===== config.mk =====
export PLATFORM = sky130hd
export DESIGN_NAME = hazard_stall_unit_flat
export DESIGN_NICKNAME = d
export VERILOG_FILES = /design/src/rtl/hazard_stall_unit_if.sv /design/src/rtl/hazard_stall_unit.sv /design/src/flat_wrapper.sv
export SDC_FILE = /design/constraint.sdc
export NUM_CORES = 1
export LEC_CHECK = 0
export BUFFER_PORTS_ARGS = -buffer_cell sky130_fd_sc_hd__buf_2
export CAP_MARGIN = 10
export CELL_PAD_IN_SITES_DETAIL_PLACEMENT = 2
export CELL_PAD_IN_SITES_GLOBAL_PLACEMENT = 2
export CORE_ASPECT_RATIO = 0.9
export CORE_UTILIZATION = 28
export CTS_CLUSTER_DIAMETER = 150
export CTS_CLUSTER_SIZE = 12
export DETAILED_ROUTE_END_ITERATION = 8
export PLACE_DENSITY = 0.83
export SLEW_MARGIN = 20
export SYNTH_ARGS = -nofsm -noshare
export SYNTH_HDL_FRONTEND = slang
export SYNTH_SLANG_ARGS = --single-unit

===== constraint.sdc =====
create_clock -name clk -period 2.5 [get_ports clk]
set_input_delay 0.25 -clock clk [delete_from_list [all_inputs] [get_ports clk]]
set_output_delay 0.25 -clock clk [all_outputs]
set_load 0.05 [all_outputs]

===== src/rtl/hazard_stall_unit_if.sv =====
// Hazard/stall control bundle between the pipeline and hazard_stall_unit.
// The master modport is the pipeline side; the slave modport is the stall unit.
interface hazard_stall_unit_if #(
   parameter int REG_W = 5,
   parameter int OP_W  = 6,
   parameter int CNT_W = 16
);
   logic             ID_Valid;
   logic [OP_W-1:0]  ID_Op;
   logic [REG_W-1:0] ID_rs;
   logic [REG_W-1:0] ID_rt;
   logic             EX_MemRead;
   logic             EX_RegWrite;
   logic [REG_W-1:0] EX_WriteReg;
   logic             MEM_MemRead;
   logic             MEM_MemWrite;
   logic [REG_W-1:0] MEM_WriteReg;
   logic             Mem_Ready;
   logic             PC_WriteEn;
   logic             IFID_WriteEn;
   logic             IDEX_WriteEn;
   logic             EXMEM_WriteEn;
   logic             Stall_flush;
   logic [1:0]       StallCause;
   logic             Mem_Error;
   logic [CNT_W-1:0] Stall_Count;

   modport master (
      output ID_Valid, ID_Op, ID_rs, ID_rt,
             EX_MemRead, EX_RegWrite, EX_WriteReg,
             MEM_MemRead, MEM_MemWrite, MEM_WriteReg, Mem_Ready,
      input  PC_WriteEn, IFID_WriteEn, IDEX_WriteEn, EXMEM_WriteEn,
             Stall_flush, StallCause, Mem_Error, Stall_Count
   );

   modport slave (
      input  ID_Valid, ID_Op, ID_rs, ID_rt,
             EX_MemRead, EX_RegWrite, EX_WriteReg,
             MEM_MemRead, MEM_MemWrite, MEM_WriteReg, Mem_Ready,
      output PC_WriteEn, IFID_WriteEn, IDEX_WriteEn, EXMEM_WriteEn,
             Stall_flush, StallCause, Mem_Error, Stall_Count
   );
endinterface


===== src/rtl/hazard_stall_unit.sv =====
// Load-use / memory-freeze stall control with timeout FSM and stall counter.
// Define BRANCH_IN_ID_EN to also stall branches whose operands are still in flight.
module hazard_stall_unit #(
   parameter int              REG_W       = 5,
   parameter int              OP_W        = 6,
   parameter logic [OP_W-1:0] OP_SW       = 'h2B,
   parameter logic [OP_W-1:0] OP_BEQ      = 'h04,
   parameter logic [OP_W-1:0] OP_BNE      = 'h05,
   parameter int              MEM_TIMEOUT = 8,
   parameter int              CNT_W       = 16
) (
   input logic                clk,
   input logic                rst_n,
   hazard_stall_unit_if.slave hz
);
   localparam int              WC_W   = $clog2(MEM_TIMEOUT + 1);
   localparam logic [OP_W-1:0] OP_RT  = OP_W'(6'h00);
   localparam logic [OP_W-1:0] OP_J   = OP_W'(6'h02);
   localparam logic [OP_W-1:0] OP_JAL = OP_W'(6'h03);
   localparam logic [OP_W-1:0] OP_LUI = OP_W'(6'h0F);
   localparam logic [WC_W-1:0] WC_LAST = WC_W'(MEM_TIMEOUT - 1);

   typedef enum logic [1:0] {ST_RUN, ST_WAIT, ST_ERR} state_t;

   state_t            state, state_n;
   logic [WC_W-1:0]   wcnt, wcnt_n;
   logic [CNT_W-1:0]  stall_cnt;
   logic              rs_used, rt_used, load_use, branch, freeze;
   logic              pc_en, ifid_en, idex_en, exmem_en, flush;
   logic [1:0]        cause;

   function automatic logic [CNT_W-1:0] sat_inc(input logic [CNT_W-1:0] v);
      return (v == {CNT_W{1'b1}}) ? v : v + 1'b1;
   endfunction

   function automatic logic reg_match(input logic [REG_W-1:0] r);
      return (r != '0) && ((r == hz.ID_rs && rs_used) || (r == hz.ID_rt && rt_used));
   endfunction

   assign rs_used  = hz.ID_Valid && !(hz.ID_Op inside {OP_J, OP_JAL, OP_LUI});
   assign rt_used  = hz.ID_Valid && (hz.ID_Op inside {OP_RT, OP_SW, OP_BEQ, OP_BNE});
   assign load_use = hz.EX_MemRead && reg_match(hz.EX_WriteReg);
   // ERR masks the freeze so the stuck access is dropped and the pipeline advances.
   assign freeze   = rst_n && (hz.MEM_MemRead || hz.MEM_MemWrite) && !hz.Mem_Ready
                     && (state != ST_ERR);

`ifdef BRANCH_IN_ID_EN
   assign branch = (hz.ID_Op inside {OP_BEQ, OP_BNE}) && !load_use &&
                   ((hz.EX_RegWrite && !hz.EX_MemRead && reg_match(hz.EX_WriteReg)) ||
                    (hz.MEM_MemRead && reg_match(hz.MEM_WriteReg)));
`else
   logic unused_branch_inputs;
   assign branch = 1'b0;
   assign unused_branch_inputs = ^{hz.EX_RegWrite, hz.MEM_WriteReg};
`endif

   always_comb begin
      pc_en    = 1'b1;
      ifid_en  = 1'b1;
      idex_en  = 1'b1;
      exmem_en = 1'b1;
      flush    = 1'b0;
      cause    = 2'd0;
      if (!rst_n) begin
         cause = 2'd0;
      end else if (freeze) begin
         pc_en    = 1'b0;
         ifid_en  = 1'b0;
         idex_en  = 1'b0;
         exmem_en = 1'b0;
         cause    = 2'd3;
      end else if (load_use || branch) begin
         pc_en   = 1'b0;
         ifid_en = 1'b0;
         flush   = 1'b1;
         cause   = load_use ? 2'd1 : 2'd2;
      end
   end

   // wcnt holds the number of frozen cycles already spent, so the freeze lasts
   // exactly MEM_TIMEOUT cycles before the single ERR cycle.
   always_comb begin
      state_n = state;
      wcnt_n  = wcnt;
      case (state)
         ST_RUN: begin
            if (freeze) begin
               if (MEM_TIMEOUT == 1) begin
                  state_n = ST_ERR;
                  wcnt_n  = '0;
               end else begin
                  state_n = ST_WAIT;
                  wcnt_n  = WC_W'(1);
               end
            end
         end
         ST_WAIT: begin
            if (!freeze) begin
               state_n = ST_RUN;
               wcnt_n  = '0;
            end else if (wcnt >= WC_LAST) begin
               state_n = ST_ERR;
               wcnt_n  = '0;
            end else begin
               wcnt_n = wcnt + 1'b1;
            end
         end
         default: begin
            state_n = ST_RUN;
            wcnt_n  = '0;
         end
      endcase
   end

   always_ff @(posedge clk or negedge rst_n) begin
      if (!rst_n) begin
         state     <= ST_RUN;
         wcnt      <= '0;
         stall_cnt <= '0;
      end else begin
         state <= state_n;
         wcnt  <= wcnt_n;
         if (!pc_en) stall_cnt <= sat_inc(stall_cnt);
      end
   end

   assign hz.PC_WriteEn    = pc_en;
   assign hz.IFID_WriteEn  = ifid_en;
   assign hz.IDEX_WriteEn  = idex_en;
   assign hz.EXMEM_WriteEn = exmem_en;
   assign hz.Stall_flush   = flush;
   assign hz.StallCause    = cause;
   assign hz.Mem_Error     = rst_n && (state == ST_ERR);
   assign hz.Stall_Count   = stall_cnt;
endmodule


===== src/flat_wrapper.sv =====
// flat-port wrapper written by rule: the top's interface ports become plain ports
module hazard_stall_unit_flat 
#(
   parameter int              REG_W       = 5,
   parameter int              OP_W        = 6,
   parameter logic [OP_W-1:0] OP_SW       = 'h2B,
   parameter logic [OP_W-1:0] OP_BEQ      = 'h04,
   parameter logic [OP_W-1:0] OP_BNE      = 'h05,
   parameter int              MEM_TIMEOUT = 8,
   parameter int              CNT_W       = 16
)
  (clk, rst_n, hz_ID_Valid, hz_ID_Op, hz_ID_rs, hz_ID_rt, hz_EX_MemRead, hz_EX_RegWrite, hz_EX_WriteReg, hz_MEM_MemRead, hz_MEM_MemWrite, hz_MEM_WriteReg, hz_Mem_Ready, hz_PC_WriteEn, hz_IFID_WriteEn, hz_IDEX_WriteEn, hz_EXMEM_WriteEn, hz_Stall_flush, hz_StallCause, hz_Mem_Error, hz_Stall_Count);
  hazard_stall_unit_if #(.REG_W(REG_W), .OP_W(OP_W), .CNT_W(CNT_W)) hz_i ();
  input logic clk;
  input logic rst_n;
  input wire logic [$bits(hz_i.ID_Valid)-1:0] hz_ID_Valid;
  input wire logic [$bits(hz_i.ID_Op)-1:0] hz_ID_Op;
  input wire logic [$bits(hz_i.ID_rs)-1:0] hz_ID_rs;
  input wire logic [$bits(hz_i.ID_rt)-1:0] hz_ID_rt;
  input wire logic [$bits(hz_i.EX_MemRead)-1:0] hz_EX_MemRead;
  input wire logic [$bits(hz_i.EX_RegWrite)-1:0] hz_EX_RegWrite;
  input wire logic [$bits(hz_i.EX_WriteReg)-1:0] hz_EX_WriteReg;
  input wire logic [$bits(hz_i.MEM_MemRead)-1:0] hz_MEM_MemRead;
  input wire logic [$bits(hz_i.MEM_MemWrite)-1:0] hz_MEM_MemWrite;
  input wire logic [$bits(hz_i.MEM_WriteReg)-1:0] hz_MEM_WriteReg;
  input wire logic [$bits(hz_i.Mem_Ready)-1:0] hz_Mem_Ready;
  output wire logic [$bits(hz_i.PC_WriteEn)-1:0] hz_PC_WriteEn;
  output wire logic [$bits(hz_i.IFID_WriteEn)-1:0] hz_IFID_WriteEn;
  output wire logic [$bits(hz_i.IDEX_WriteEn)-1:0] hz_IDEX_WriteEn;
  output wire logic [$bits(hz_i.EXMEM_WriteEn)-1:0] hz_EXMEM_WriteEn;
  output wire logic [$bits(hz_i.Stall_flush)-1:0] hz_Stall_flush;
  output wire logic [$bits(hz_i.StallCause)-1:0] hz_StallCause;
  output wire logic [$bits(hz_i.Mem_Error)-1:0] hz_Mem_Error;
  output wire logic [$bits(hz_i.Stall_Count)-1:0] hz_Stall_Count;
  assign hz_i.ID_Valid = hz_ID_Valid;
  assign hz_i.ID_Op = hz_ID_Op;
  assign hz_i.ID_rs = hz_ID_rs;
  assign hz_i.ID_rt = hz_ID_rt;
  assign hz_i.EX_MemRead = hz_EX_MemRead;
  assign hz_i.EX_RegWrite = hz_EX_RegWrite;
  assign hz_i.EX_WriteReg = hz_EX_WriteReg;
  assign hz_i.MEM_MemRead = hz_MEM_MemRead;
  assign hz_i.MEM_MemWrite = hz_MEM_MemWrite;
  assign hz_i.MEM_WriteReg = hz_MEM_WriteReg;
  assign hz_i.Mem_Ready = hz_Mem_Ready;
  assign hz_PC_WriteEn = hz_i.PC_WriteEn;
  assign hz_IFID_WriteEn = hz_i.IFID_WriteEn;
  assign hz_IDEX_WriteEn = hz_i.IDEX_WriteEn;
  assign hz_EXMEM_WriteEn = hz_i.EXMEM_WriteEn;
  assign hz_Stall_flush = hz_i.Stall_flush;
  assign hz_StallCause = hz_i.StallCause;
  assign hz_Mem_Error = hz_i.Mem_Error;
  assign hz_Stall_Count = hz_i.Stall_Count;
  hazard_stall_unit #(.REG_W(REG_W), .OP_W(OP_W), .OP_SW(OP_SW), .OP_BEQ(OP_BEQ), .OP_BNE(OP_BNE), .MEM_TIMEOUT(MEM_TIMEOUT), .CNT_W(CNT_W)) u_core (.clk(clk), .rst_n(rst_n), .hz(hz_i));
endmodule

# After elaboration in Yosys (flattened, before gate mapping)
# Cells that the tools add are included.
[op_classes]
eq_ne = 14
n_lt_le_gt_ge = 1
addsub = 2
mux = 19
reduce_logical = 21
bitwise = 2
[op_table]
columns = ["op", "n"]
rows = [
  ["$add 16x1->16 const B", 1],
  ["$eq 16x16->1 const B", 1],
  ["$eq 6x2->1 const B", 2],
  ["$eq 6x3->1 const B", 2],
  ["$mux 4", 3],
  ["$eq 5x5->1", 2],
  ["$logic_and 1x1->1", 10],
  ["$mux 2", 5],
  ["$mux 1", 9],
  ["$pmux 4 s2", 1],
  ["$eq 6x4->1 const B", 1],
  ["$eq 6x6->1 const B", 1],
  ["$logic_not 6->1", 1],
  ["$reduce_bool 5->1", 1],
  ["$add 4x1->4 const B", 1],
  ["$ge 4x3->1 const B", 1],
  ["$pmux 2 s2", 1],
  ["$reduce_and 2->1", 2],
  ["$reduce_bool 4->1", 1],
  ["$ne 3x3->1 const B", 1],
  ["$reduce_bool 3->1", 1],
  ["$eq 2x1->1 const B", 1],
  ["$eq 2x2->1 const B", 1],
  ["$logic_not 1->1", 2],
  ["other kinds (5)", 7],
]
[word_totals]
inputBits = 34
wordCells = 62
regBits = 22
out_inout_bits = 24

# Longest topological paths before layout
[depth]
depth_word = 13
mapped_depth = 7
mapped_depth_nobuf = 7

# Worst setup path after synthesis
# No wires, ideal clock.
[synth_timing]
path_type = "input -> output"
from = "in hz_MEM_MemWrite"
to = "out hz_Stall_flush"
required_time_ns = 2.250
cell_stages = 4
path_buffers = 0
t_arrival_ns = 2.046
slack_ns = 0.204
cell_sequence = "o211ai_2 > a21o_2 > inv_1 > a21oi_1"
[synth_via]
elab_chain_cells = 6
[synth_rtl]
columns = ["element", "line_no", "source"]
rows = [
  ["start: declaration", "flat_wrapper.sv:24", "input wire logic [$bits(hz_i.MEM_MemWrite)-1:0] hz_MEM_MemWrite;"],
  ["$logic_or 1x1->1", "hazard_stall_unit.sv:44", "assign freeze = rst_n && (hz.MEM_MemRead || hz.MEM_MemWrite) && !hz.Mem_Ready"],
  ["$logic_and 1x1->1 (2 in a row)", "hazard_stall_unit.sv:44", ""],
  ["$logic_and 1x1->1", "hazard_stall_unit.sv:45", "&& (state != ST_ERR);"],
  ["$mux 1", "hazard_stall_unit.sv:66", "end else if (freeze) begin"],
  ["$mux 1", "hazard_stall_unit.sv:64", "if (!rst_n) begin"],
  ["end: declaration", "flat_wrapper.sv:31", "output wire logic [$bits(hz_i.Stall_flush)-1:0] hz_Stall_flush;"],
]
# No other way between the ends.

# Worst setup path after layout
[layout_timing]
from = "in rst_n"
to = "out hz_StallCause[0]"
[layout_via]
elab_chain_cells = 5
[layout_rtl]
columns = ["element", "line_no", "source"]
rows = [
  ["start: declaration", "flat_wrapper.sv:15", "input logic rst_n;"],
  ["$logic_and 1x1->1 (2 in a row)", "hazard_stall_unit.sv:44", ""],
  ["$logic_and 1x1->1", "hazard_stall_unit.sv:45", ""],
  ["$mux 2", "hazard_stall_unit.sv:66", ""],
  ["$mux 2 (*)", "hazard_stall_unit.sv:64", ""],
  ["end: declaration", "flat_wrapper.sv:32", "output wire logic [$bits(hz_i.StallCause)-1:0] hz_StallCause;"],
]
# Every way passes the cells marked *; elsewhere a longest branch is shown, timed or not.

==> key figures <==
Run status
  • Status: completed

STA
  • Setup total negative slack: 0 ns
  • Crit share post-route: 91.7%
  • Fin. Hold Viols: 0
  • Slew Limit Headroom: 63.7%
  • Slack of the critical path: 0.207 ns
  • RSZ-0062 raised after global routing: no
  • Skew final: 0.00790 ns
  • Fin Hold WS: 0.345 ns
  • Final Critical Period: 2.29 ns
  • Max Clock Freq: 436 MHz
  • Worst-margin pin slew: 0.541 ns
  • Setup-violating endpoint count in the final report: 0
  • Max Slew Vio Count: 0

Placement
  • Post-DP HPWL: 3170 um
  • Placed cell areas: 1700 um^2
  • # port buffers: 51
  • GPL Wtd Cong: 0.758
  • Post-placement setup slack: 0.446 ns

Die
  • Rows: 23
  • Starting Density: 30.2%
  • Die Area: 5250 um^2
  • Die height: 68.8 um
  • Core ar.: 4600 um^2
  • Die width: 76.2 um
  • I/O Pins: 58

GRT
  • Number of global-route vias before repair: 1374
  • Global-route wire length before repair: 7070 um
  • Total Routing Usage GR: 17.3%
  • Grt ovf: 0
  • Largest net degree at the start of global routing: 20
  • Initial antenna violation count: 0

Critical path
  • Arrival time worst endpoint: 2.04 ns
  • Length in cells of the worst reg-to-reg path: 6
  • Worst R2R End: u_core.hz.Stall_Count[1]$_DFFE_PN0P_
  • Slack of the worst reg-to-reg path: 0.45 ns
  • CP Capture Type: output port
  • Worst path required time: 2.25 ns
  • Max Fanout on Critical Path: 13
  • Crit Path Class: primary input to output port
  • Crit path to: hz_StallCause[0]
  • Crit path launch: rst_n
  • RR Startpoint: u_core.hz.Stall_Count[0]$_DFFE_PN0P_
  • Startpoint Class: primary input

Routing
  • DR iter-0 viols: 33
  • Drt pass-1 iters: 4
  • Routed WL per cell: 15.6 um
  • Detailed-route wire length: 4050 um
  • Antenna Nets Post-Route: 0
  • Vias post-DR: 1262
  • Vias per cell: 4.87
  • DRC viols: 0

Synth
  • Mapped cell area: 1390 um^2
  • Register area share after synthesis: 39.6%
  • Synth Instances: 139
  • Yosys cell types: 40
  • YS warnings: 0
  • Syn Nets: 175
  • Syn_area_per_cell: 9.99 um^2
  • Async SR Flop Fraction: 100%
  • Synth Register Bits: 22
  • Top_reg_cell synth: dfrtp_1
  • Post-synth EDFFs: 0

Clocking
  • H-tree depth: 1
  • Clock latency at the later pin of the worst-skew pair: 0.27 ns
  • Sink Count: 22
  • Clock transition at path regs: 0.09 ns
  • Root Driver: clkbuf_8
  • CTS tree: yes
  • Total CTS buffers: 3
  • Maximum root-to-sink buffer count: 2

Final layout
  • Post-Layout Inst Area: 1820 um^2
  • Most common cell after layout, fill and taps aside: buf_2
  • Util after Layout: 39.6%
  • Ant diodes: 0
  • Commonest cells after routing, fill and taps aside: 51 x buf_2, 22 x dfrtp_1, 11 x nand2_1
  • Post-layout net count: 234
  • Fraction of layout cells with a size suffix above 1: 39.1%
  • Layout area overhead: 31.2%

Power and ir drop
  • Power density over the cells: 664 nW/um^2
  • VDD IR max: 0.635 mV
  • Pleak: 0.949 nW

Job
  • Max_cap viols: 0

Hold path
  • Worst min path class: primary input to async pin
==> area by class of cell <==
class / instances / area [um^2]
Tap cell: 62 / 77.6
Timing Repair Buffer: 58 / 310
Multi-Input combinational cell: 108 / 793
Clock buffer: 3 / 41.3
Fill cell: 525 / 2780
Sequential cell: 22 / 551
Inverter: 5 / 18.8
Clock inverter: 1 / 30.0
==> worst min path at each step <==
stage	start	endpoint	slack (ns)	cells past startpoint
after floorplan	rst_n	u_core.hz.Stall_Count[0]$_DFFE_PN0P_	-0.05	0
after global placement	rst_n	u_core.wcnt[2]$_DFFE_PN0P_	0.09	1
after detailed placement	rst_n	u_core.wcnt[2]$_DFFE_PN0P_	0.1	1
after CTS	rst_n	u_core.wcnt[2]$_DFFE_PN0P_	0.34	2
after global routing	rst_n	u_core.wcnt[2]$_DFFE_PN0P_	0.35	2
final	rst_n	u_core.wcnt[2]$_DFFE_PN0P_	0.34	2
==> report_power, final <==
part / leakage (nW) / internal, W / total (W) / switching [W]
registers: 0.295 / 0.000402 / 0.000470 / 0.0000678
logic: 0.619 / 0.000130 / 0.000400 / 0.000269
clock network: 0.0357 / 0.000214 / 0.000340 / 0.000126
total: 0.949 / 0.000746 / 0.00121 / 0.000463
==> critical path, stage by stage <==
cell and delay (ns):
dlygate4sd3_1 0.52, buf_2 0.21, nand3_1 0.11, a21oi_2 0.17
nand4_1 0.25, nand3_4 0.23, buf_2 0.29
==> cell usage after synthesis (3+ instances only) <==
| cell type | count | share of area, % |
|---|---|---|
| inv_1 | 5 | 1.4 |
| nor2_1 | 9 | 2.4 |
| and3_1 | 5 | 2.3 |
| nand3_1 | 10 | 3.6 |
| mux2_4 | 3 | 3.2 |
| nor3_1 | 3 | 1.1 |
| xnor2_1 | 10 | 6.3 |
| dfrtp_1 | 22 | 40 |
| a21oi_1 | 6 | 2.2 |
| xor2_1 | 10 | 6.3 |
| nand4_1 | 5 | 2.3 |
| nand4_2 | 5 | 4.5 |
| nand2_1 | 11 | 3.0 |
==> what timing repair did <==
| action | in CTS | in global routing |
|---|---|---|
| endpoints found under the setup margin | 0 | 4 |
| setup buffers | 0 | 5 |
| hold endpoints to repair | 3 | 0 |
| gates resized for setup | 0 | 1 |
| hold buffers | 1 | 0 |
==> sequential cells by signal (all words and copies together), names as in the netlist <==
| name | cells |
|---|---|
| u_core.wcnt | 4 |
| u_core.state | 2 |
| u_core.hz.Stall_Count | 16 |
==> through the flow <==
stage                     instances  power [W]
after global routing            259    0.00128
after global placement          249   0.000856
after floorplan                 139   0.000745
after detailed placement        249   0.000869
after CTS                       254    0.00122
final                           259    0.00121
==> cell families after synthesis <==
logic type | after synthesis | synth area share (%)
AOI/OAI and AO/OA | 19 | 9.37
buffers and inverters | 9 | 3.51
muxes | 5 | 4.77
DFF | 22 | 39.6
adders and majority gates | 2 | 1.80
xor gates and xnor gates | 20 | 12.6
and+or+nand+nor | 62 | 28.3
==> metal layers <==
layer	vias to the layer above	share of wire, %	global-route usage [%]
met3	2	2.8	3.42
met4	0	0.42	2.88
met1	628	47	22.0
met5	-	0	0
met2	19	50	31.3
li1	613	-	-
Power figures use the tool's default switching activity.
